==> src/rtl/mc_exec_pkg.sv <==
// Shared opcode/funct constants and enums for the multicycle execute core.
package mc_exec_pkg;

  localparam logic [5:0] OP_RTYPE = 6'h00;
  localparam logic [5:0] OP_JAL   = 6'h03;
  localparam logic [5:0] OP_BEQ   = 6'h04;
  localparam logic [5:0] OP_BNE   = 6'h05;
  localparam logic [5:0] OP_ADDI  = 6'h08;

  localparam logic [5:0] FN_ADD = 6'h20;
  localparam logic [5:0] FN_SUB = 6'h22;
  localparam logic [5:0] FN_AND = 6'h24;
  localparam logic [5:0] FN_OR  = 6'h25;
  localparam logic [5:0] FN_XOR = 6'h26;
  localparam logic [5:0] FN_SLT = 6'h2A;

  typedef enum logic [1:0] {IDLE, DECODE, EXEC, WB} state_t;

  typedef enum logic [2:0] {ALU_ADD, ALU_SUB, ALU_AND, ALU_OR, ALU_XOR, ALU_SLT} alu_op_t;

endpackage

==> src/rtl/mc_exec_regfile.sv <==
// Register file with two operand reads, a debug read and two prioritised write ports.
// Port A (core writeback) beats port B (external) when both target the same register; R0 is hardwired to zero.
module mc_exec_regfile #(
  parameter int DATA_W   = 32,
  parameter int NUM_REGS = 32,
  localparam int AW      = $clog2(NUM_REGS)
) (
  input  logic              clk,
  input  logic              rst_n,
  input  logic [AW-1:0]     i_rdAddrA,
  input  logic [AW-1:0]     i_rdAddrB,
  input  logic [AW-1:0]     i_dbgAddr,
  output logic [DATA_W-1:0] o_rdDataA,
  output logic [DATA_W-1:0] o_rdDataB,
  output logic [DATA_W-1:0] o_dbgData,
  input  logic              i_weA,
  input  logic [AW-1:0]     i_waddrA,
  input  logic [DATA_W-1:0] i_wdataA,
  input  logic              i_weB,
  input  logic [AW-1:0]     i_waddrB,
  input  logic [DATA_W-1:0] i_wdataB
);

  logic [DATA_W-1:0] r_regs [NUM_REGS];

  // Entry 0 is cleared by reset and never written, so it always reads zero.
  always_ff @(posedge clk or negedge rst_n) begin
    if (!rst_n) begin
      for (int i = 0; i < NUM_REGS; i++) r_regs[i] <= '0;
    end else begin
      for (int i = 1; i < NUM_REGS; i++) begin
        if (i_weA && (i_waddrA == AW'(i))) r_regs[i] <= i_wdataA;
        else if (i_weB && (i_waddrB == AW'(i))) r_regs[i] <= i_wdataB;
      end
    end
  end

  assign o_rdDataA = r_regs[i_rdAddrA];
  assign o_rdDataB = r_regs[i_rdAddrB];
  assign o_dbgData = r_regs[i_dbgAddr];

endmodule

==> src/rtl/mc_exec_core.sv <==
// Multicycle execute core: IDLE->DECODE->EXEC->WB sequencing, ALU, branch/jump resolution.
// Optional macro MC_EXEC_OVF_TRAP_EN adds a trap output that suppresses writeback on signed overflow.
module mc_exec_core
  import mc_exec_pkg::*;
#(
  parameter int DATA_W   = 32,
  parameter int NUM_REGS = 32,
  parameter int LINK_REG = 31
) (
  input  logic              clk,
  input  logic              rst_n,
  input  logic              instr_valid,
  output logic              instr_ready,
  input  logic [31:0]       instr,
  input  logic [DATA_W-1:0] pc_in,
  input  logic              ext_we,
  input  logic [4:0]        ext_addr,
  input  logic [DATA_W-1:0] ext_data,
  output logic              ext_ack,
  input  logic [4:0]        dbg_addr,
  output logic [DATA_W-1:0] dbg_data,
  output logic              done,
  output logic [DATA_W-1:0] alu_out,
  output logic              zero,
  output logic              branch_taken,
  output logic [DATA_W-1:0] next_pc,
`ifdef MC_EXEC_OVF_TRAP_EN
  output logic              trap,
`endif
  output logic              illegal
);

  localparam int AW = $clog2(NUM_REGS);
  localparam logic [AW-1:0] LINK_IDX = AW'(LINK_REG);
  localparam logic [5:0] NUM_REGS6 = 6'(NUM_REGS);

  state_t r_state, w_nextState;
  logic [31:0]       r_ir;
  logic [DATA_W-1:0] r_pc, r_a, r_b, r_aluOut, r_nextPc;
  logic              r_zero, r_branchTaken, r_illegal;

  logic [5:0]        w_op, w_funct;
  logic [AW-1:0]     w_rs, w_rt, w_rd, w_dest;
  logic [DATA_W-1:0] w_simm, w_rdA, w_rdB, w_dbgData;
  logic [DATA_W-1:0] w_srcA, w_srcB, w_aluRes, w_pcPlus4, w_nextPcCalc;
  alu_op_t           w_aluOp;
  logic              w_writes, w_isBranch, w_isJal, w_useImm, w_illegal, w_taken;
  logic              w_wbWe, w_extInRange, w_dbgInRange, w_trapSuppress;

  assign w_op   = r_ir[31:26];
  assign w_funct = r_ir[5:0];
  assign w_rs   = r_ir[21 +: AW];
  assign w_rt   = r_ir[16 +: AW];
  assign w_rd   = r_ir[11 +: AW];
  assign w_simm = {{(DATA_W-16){r_ir[15]}}, r_ir[15:0]};

  always_ff @(posedge clk or negedge rst_n) begin
    if (!rst_n) r_state <= IDLE;
    else        r_state <= w_nextState;
  end

  always_comb begin
    w_nextState = r_state;
    case (r_state)
      IDLE:    if (instr_valid) w_nextState = DECODE;
      DECODE:  w_nextState = EXEC;
      EXEC:    w_nextState = WB;
      WB:      w_nextState = IDLE;
      default: w_nextState = IDLE;
    endcase
  end

  always_comb begin
    w_aluOp    = ALU_ADD;
    w_writes   = 1'b0;
    w_dest     = w_rd;
    w_isBranch = 1'b0;
    w_isJal    = 1'b0;
    w_useImm   = 1'b0;
    w_illegal  = 1'b0;
    case (w_op)
      OP_RTYPE: begin
        w_writes = 1'b1;
        case (w_funct)
          FN_ADD:  w_aluOp = ALU_ADD;
          FN_SUB:  w_aluOp = ALU_SUB;
          FN_AND:  w_aluOp = ALU_AND;
          FN_OR:   w_aluOp = ALU_OR;
          FN_XOR:  w_aluOp = ALU_XOR;
          FN_SLT:  w_aluOp = ALU_SLT;
          default: begin
            w_writes  = 1'b0;
            w_illegal = 1'b1;
          end
        endcase
      end
      OP_ADDI: begin
        w_writes = 1'b1;
        w_dest   = w_rt;
        w_useImm = 1'b1;
      end
      OP_BEQ, OP_BNE: begin
        w_aluOp    = ALU_SUB;
        w_isBranch = 1'b1;
      end
      OP_JAL: begin
        w_writes = 1'b1;
        w_dest   = LINK_IDX;
        w_isJal  = 1'b1;
      end
      default: w_illegal = 1'b1;
    endcase
  end

  // JAL reuses the adder to form the link address PC+4.
  assign w_srcA = w_isJal ? r_pc : r_a;
  assign w_srcB = w_isJal ? DATA_W'(4) : (w_useImm ? w_simm : r_b);

  always_comb begin
    w_aluRes = '0;
    case (w_aluOp)
      ALU_ADD: w_aluRes = w_srcA + w_srcB;
      ALU_SUB: w_aluRes = w_srcA - w_srcB;
      ALU_AND: w_aluRes = w_srcA & w_srcB;
      ALU_OR:  w_aluRes = w_srcA | w_srcB;
      ALU_XOR: w_aluRes = w_srcA ^ w_srcB;
      ALU_SLT: w_aluRes = {{(DATA_W-1){1'b0}}, ($signed(w_srcA) < $signed(w_srcB))};
      default: w_aluRes = '0;
    endcase
  end

  assign w_pcPlus4 = r_pc + DATA_W'(4);
  assign w_taken   = w_isBranch && ((w_op == OP_BEQ) ? (w_aluRes == '0) : (w_aluRes != '0));

  always_comb begin
    w_nextPcCalc = w_pcPlus4;
    if (w_taken)      w_nextPcCalc = w_pcPlus4 + (w_simm << 2);
    else if (w_isJal) w_nextPcCalc = {r_pc[DATA_W-1:28], r_ir[25:0], 2'b00};
  end

`ifdef MC_EXEC_OVF_TRAP_EN
  logic r_trap, w_ovfChk, w_ovf;
  assign w_ovfChk = (w_op == OP_ADDI) ||
                    ((w_op == OP_RTYPE) && ((w_funct == FN_ADD) || (w_funct == FN_SUB)));
  // Overflow when the operands' effective signs agree but the result's sign differs.
  assign w_ovf = (w_aluOp == ALU_SUB)
               ? ((w_srcA[DATA_W-1] != w_srcB[DATA_W-1]) && (w_aluRes[DATA_W-1] != w_srcA[DATA_W-1]))
               : ((w_srcA[DATA_W-1] == w_srcB[DATA_W-1]) && (w_aluRes[DATA_W-1] != w_srcA[DATA_W-1]));
  assign w_trapSuppress = r_trap;
  assign trap = r_trap;
`else
  assign w_trapSuppress = 1'b0;
`endif

  always_ff @(posedge clk or negedge rst_n) begin
    if (!rst_n) begin
      r_ir          <= '0;
      r_pc          <= '0;
      r_a           <= '0;
      r_b           <= '0;
      r_aluOut      <= '0;
      r_zero        <= 1'b0;
      r_branchTaken <= 1'b0;
      r_nextPc      <= '0;
      r_illegal     <= 1'b0;
`ifdef MC_EXEC_OVF_TRAP_EN
      r_trap        <= 1'b0;
`endif
    end else begin
      if ((r_state == IDLE) && instr_valid) begin
        r_ir <= instr;
        r_pc <= pc_in;
      end
      if (r_state == DECODE) begin
        r_a <= w_rdA;
        r_b <= w_rdB;
      end
      if (r_state == EXEC) begin
        r_aluOut      <= w_aluRes;
        r_zero        <= (w_aluRes == '0);
        r_branchTaken <= w_taken;
        r_nextPc      <= w_nextPcCalc;
        r_illegal     <= w_illegal;
`ifdef MC_EXEC_OVF_TRAP_EN
        r_trap        <= w_ovfChk && w_ovf;
`endif
      end
    end
  end

  // A writeback to R0 is not a real write, so it never blocks an external write.
  assign w_wbWe       = (r_state == WB) && w_writes && !w_trapSuppress && (w_dest != '0);
  assign w_extInRange = ({1'b0, ext_addr} < NUM_REGS6);
  assign w_dbgInRange = ({1'b0, dbg_addr} < NUM_REGS6);
  assign ext_ack      = ext_we && w_extInRange && !(w_wbWe && (ext_addr[AW-1:0] == w_dest));

  mc_exec_regfile #(
    .DATA_W  (DATA_W),
    .NUM_REGS(NUM_REGS)
  ) u_regfile (
    .clk      (clk),
    .rst_n    (rst_n),
    .i_rdAddrA(w_rs),
    .i_rdAddrB(w_rt),
    .i_dbgAddr(dbg_addr[AW-1:0]),
    .o_rdDataA(w_rdA),
    .o_rdDataB(w_rdB),
    .o_dbgData(w_dbgData),
    .i_weA    (w_wbWe),
    .i_waddrA (w_dest),
    .i_wdataA (r_aluOut),
    .i_weB    (ext_ack),
    .i_waddrB (ext_addr[AW-1:0]),
    .i_wdataB (ext_data)
  );

  assign instr_ready  = (r_state == IDLE);
  assign done         = (r_state == WB);
  assign dbg_data     = w_dbgInRange ? w_dbgData : '0;
  assign alu_out      = r_aluOut;
  assign zero         = r_zero;
  assign branch_taken = r_branchTaken;
  assign next_pc      = r_nextPc;
  assign illegal      = r_illegal;

endmodule

==> config.mk <==
export PLATFORM = sky130hd
export DESIGN_NAME = mc_exec_core
export DESIGN_NICKNAME = d
export VERILOG_FILES = /design/src/rtl/mc_exec_pkg.sv /design/src/rtl/mc_exec_regfile.sv /design/src/rtl/mc_exec_core.sv
export SDC_FILE = /design/constraint.sdc
export NUM_CORES = 2
export LEC_CHECK = 0
export BUFFER_PORTS_ARGS = -buffer_cell sky130_fd_sc_hd__buf_2
export CORE_MARGIN = 10
export CORE_UTILIZATION = 50
export DETAILED_ROUTE_END_ITERATION = 10
export PLACE_DENSITY = 0.71
export SLEW_MARGIN = 20
export SYNTH_ARGS = -nofsm -noshare
export SYNTH_HDL_FRONTEND = slang
export SYNTH_SLANG_ARGS = --single-unit
==> constraint.sdc <==
create_clock -name clk -period 8.4 [get_ports clk]
set_clock_uncertainty 0.1 [all_clocks]
set_input_delay 0.42 -clock clk [delete_from_list [all_inputs] [get_ports clk]]
set_output_delay 0.42 -clock clk [all_outputs]
set_load 0.02 [all_outputs]
==> results.ini <==
[run_status]
result_of_the_run = finished, final reports clean

[synth]
post_synth_main_area_contributors = sky130_fd_sc_hd__dfrtp_1 35%, sky130_fd_sc_hd__mux4_2 23%, sky130_fd_sc_hd__mux2i_1 12%, sky130_fd_sc_hd__a21oi_1 6.9%, sky130_fd_sc_hd__nor2_1 5.2%
mappedNetlistNets = 8257
netlist_cell_types = 84
syn_area_um2 = 85660
synth-async-reset-ratio_pct = 100.0
share_of_yosys_cell_area_claimed_by_the_top_area_cell_type_pct = 34.74
dominantRegCellSynth = sky130_fd_sc_hd__dfrtp_1
synth_sequential_area_ratio_pct = 34.74
syn-instance-count = 8007
postSynthRegisterBits = 1189
synth_enable_flop_cells = 0
synthesized_area_per_cell_um2 = 10.70
synth_warnings = 32
synthDominantAreaCellType = sky130_fd_sc_hd__dfrtp_1

[floorplanning]
initial_core_util_pct = 50.43
dieHeight_um = 433.9
rows = 151
overall_die_area_um2 = 188300
coreArea_um2 = 169800
die-width_um = 433.9
io-pin-count = 212

[worst_setup_path]
critical_path_at_ps = 8250
worstSetupEndpointType = register
worst_setup_path_start_kind = register
timing_worst_setup_path_type = reg -> reg
required_ps = 9020
timing.critical_path.fanout_max = 34

[drt]
total_drc_errors_in_the_routed_layout = 0
detail-route-antenna-nets = 0
detail_route.first_pass.iterations = 9
detailedRoute.firstIterationViolations = 11510
wire_per_inst_um = 34.01
drt_wl_total_um = 343100
route.vias.total = 72720
avgViaCountPerCell = 7.209

[sta]
finalHoldViolations = 0
layout_min_cycle_time_ps = 7627
period_utilization_pct = 90.80
worst_pin_slew_ps = 1285
hold-worst-slack_ps = 85.89
max_clock_freq_mhz = 131.1
setup_tns_ps = 0
final_number_of_max_transition_violations = 0
report.final.setup_viol = 0
worst_slack_ps = 773.2
rsz0062_at_grt = false
max_slew_margin_pct = 13.98

[power]
leak_pwr_nw = 43.60
cellPowerDensity_nw_per_um2 = 388.2
p_int_mw = 20.46
switching_share_pct = 43.93
pwr-share-comb_pct = 53.3
clock_power_share_pct = 17.9
switching_power_mw = 16.03
vdd_ir_drop_max_uv = 337.1
p_seq_share_pct = 28.8

[finish]
final_net_count = 7994
area_taken_by_multi_input_logic_gates_um2 = 52650
nFillCells = 14040
area_delta_synth_final_pct = 9.738
ff_latch_area_um2 = 29800
drive_gt1_share_pct = 23.19

[placement]
buffer_ports.inserted = 211
dp_worst_setup_slack_ps = 945.3
gp_routability_congestion = 0.9404
detailed_place_hpwl_um = 203500

[grt]
first_global_vias = 71560
remaining_overflow_grt = 0
number_of_antenna_violations_at_the_first_check_in_global_routing = 35
grt_start_max_net_pins = 171
grt_util_all_layers_pct = 35.83
grt_first_pass_wirelength_um = 496800

[clocking]
number_of_setup_buffers_added_after_cts = 0
clock_latency_at_the_later_pin_of_the_worst_skew_pair_ps = 830
max_h_tree_level = 4
clk_pin_slew_ps = 60
cts_tree = yes
cts_buffers = 141
cts.path.max_buffers = 3
numClockSinks = 1189
ctsRootBufferMaster = sky130_fd_sc_hd__clkbuf_16

[worst_hold_path]
hold_path_class = in -> async

[flow_run]
max_cap_violations = 0

## cells in the final DEF (no fill, tap or decap), types with 139 or more instances in the layout
cell type | Yosys | layout
sky130_fd_sc_hd__buf_4 | 4 | 146
sky130_fd_sc_hd__inv_1 | 179 | 179
sky130_fd_sc_hd__nor2_1 | 1191 | 1191
sky130_fd_sc_hd__dfrtp_1 | 1189 | 1175
sky130_fd_sc_hd__nand2_1 | 170 | 139
sky130_fd_sc_hd__a21oi_1 | 1173 | 1170
sky130_fd_sc_hd__mux2_2 | 214 | 214
sky130_fd_sc_hd__mux2i_1 | 1054 | 1054
sky130_fd_sc_hd__o21ai_0 | 180 | 180
sky130_fd_sc_hd__buf_2 | 17 | 206
sky130_fd_sc_hd__mux4_2 | 864 | 864
sky130_fd_sc_hd__clkbuf_16 | 0 | 145
## logic make-up (layout without fill, tap and decap cells)
group           Yosys count  in the layout  synth area share (%)
buf+inv                1025            871                 4.553
flops                  1189           1189                 34.74
simple gates           1701           1701                 8.468
fa+ha+maj               140            140                 2.071
mux                    2135           2135                 37.90
compound gates         1747           1747                 11.56
other cells               0             17                     0
xor+xnor                 70             70                0.7157
## Yosys cell counts, drive strengths merged (5+ instances only)
library cell,count
o2bb2ai,5
nor3,40
a221oi,7
or2,28
mux4,864
o211ai,81
o41ai,6
nor4,15
buf,134
a21o,14
o31ai,13
nor2b,16
o21a,14
nor3b,8
nand4,21
a22o,96
ha,137
or3,12
dfrtp,1189
a211oi,21
and3,12
o21bai,22
o221ai,7
o21ai,214
and2,18
nand3b,8
nand2,170
or4,6
o22ai,9
inv,179
a21oi,1174
clkbuf,712
a31oi,11
nand3,57
xor2,28
mux2,216
mux2i,1055
xnor2,42
nor2,1191
a211o,5
nand2b,83
## area by class of cell
class / instances / area share [%]
timing repair buffer: 440 / 3.438
antenna: 17 / 0.04526
sequential: 1189 / 31.70
multi-input combinational: 5793 / 56.01
inverter: 179 / 0.7148
clock inverter: 51 / 0.7228
tap: 2218 / 2.952
clock buffer: 201 / 4.414
## final timing paths
kind / startpoint / to / slack [ps] / depth (start not counted)
worst min register to register: next_pc[12] / next_pc[12] / 410 / 1
max in group asynchronous: rst_n / u_regfile.r_regs[73] / 6030 / 4
min in group clk: ext_data[3] / u_regfile.r_regs[291] / 130 / 3
worst max register to register: r_ir[28] / next_pc[27] / 770 / 23
worst min-delay path: rst_n / u_regfile.r_regs[212] / 90 / 2
worst max-delay path: r_ir[28] / next_pc[27] / 770 / 23
## power groups by stage
stage	Sequential [mW]	Clock (mW)	Combinational, mW
finish	10.5	6.53	19.5
floorplan	9.26	0	14.0
global placement	10.2	0	18.6
detailed placement	10.4	0	18.9
CTS	10.3	6.55	19.0
global route	10.7	6.77	20.6
## registers in the layout, summed over array words and instances (netlist names)
name	cells
illegal	1
zero	1
u_regfile.r_regs	992
r_state	2
branch_taken	1
alu_out	32
r_a	32
r_pc	32
next_pc	32
r_ir	32
r_b	32
## metal layers
| metal | up-vias | wire length [µm] | global-route usage, % |
|---|---|---|---|
| met1 | 35980 | 118000 | 44.27 |
| met2 | 5903 | 147300 | 52.06 |
| li1 | 29180 | - | - |
| met5 | - | 165 | 0 |
| met3 | 1628 | 47110 | 12.26 |
| met4 | 24 | 30510 | 26.36 |
## worst max-delay path, stage by stage, from the launching register on
cell	delay [ps]
sky130_fd_sc_hd__dfrtp_1	440
sky130_fd_sc_hd__nor3_1	540
sky130_fd_sc_hd__nand2_1	550
sky130_fd_sc_hd__mux2i_1	230
sky130_fd_sc_hd__nor2_1	210
sky130_fd_sc_hd__ha_1	240
sky130_fd_sc_hd__inv_1	90
sky130_fd_sc_hd__fa_1	470
sky130_fd_sc_hd__nor2b_1	180
sky130_fd_sc_hd__o31ai_1	130
sky130_fd_sc_hd__o211ai_1	500
sky130_fd_sc_hd__o2bb2ai_2	90
sky130_fd_sc_hd__buf_4	190
sky130_fd_sc_hd__o41ai_2	520
sky130_fd_sc_hd__o211ai_1	140
sky130_fd_sc_hd__o2bb2ai_1	190
sky130_fd_sc_hd__o21ai_0	150
sky130_fd_sc_hd__nor4_1	410
sky130_fd_sc_hd__or4b_4	560
sky130_fd_sc_hd__nor4_4	450
sky130_fd_sc_hd__mux2i_4	320
sky130_fd_sc_hd__buf_12	260
sky130_fd_sc_hd__mux2_1	350
sky130_fd_sc_hd__a21oi_1	170
## through the flow
step / power, mW / instance area (µm²) / cells / utilization (%)
final: 36.49 / 94000 / 10090 / 55.34
after global routing: 38.03 / 93990 / 10080 / 55.34
after CTS: 35.90 / 93900 / 10070 / 55.29
after detailed placement: 29.31 / 88410 / 9751 / 52.05
after global placement: 28.88 / 88390 / 9750 / 52.04
after floorplan: 23.24 / 85660 / 8007 / -
## repair_timing
item                      4_1_cts  5_1_grt
resized for setup               0        0
hold buffers                   66        0
hold endpoints to repair      180        0
Note: power is estimated with default switching activity, not from simulation.
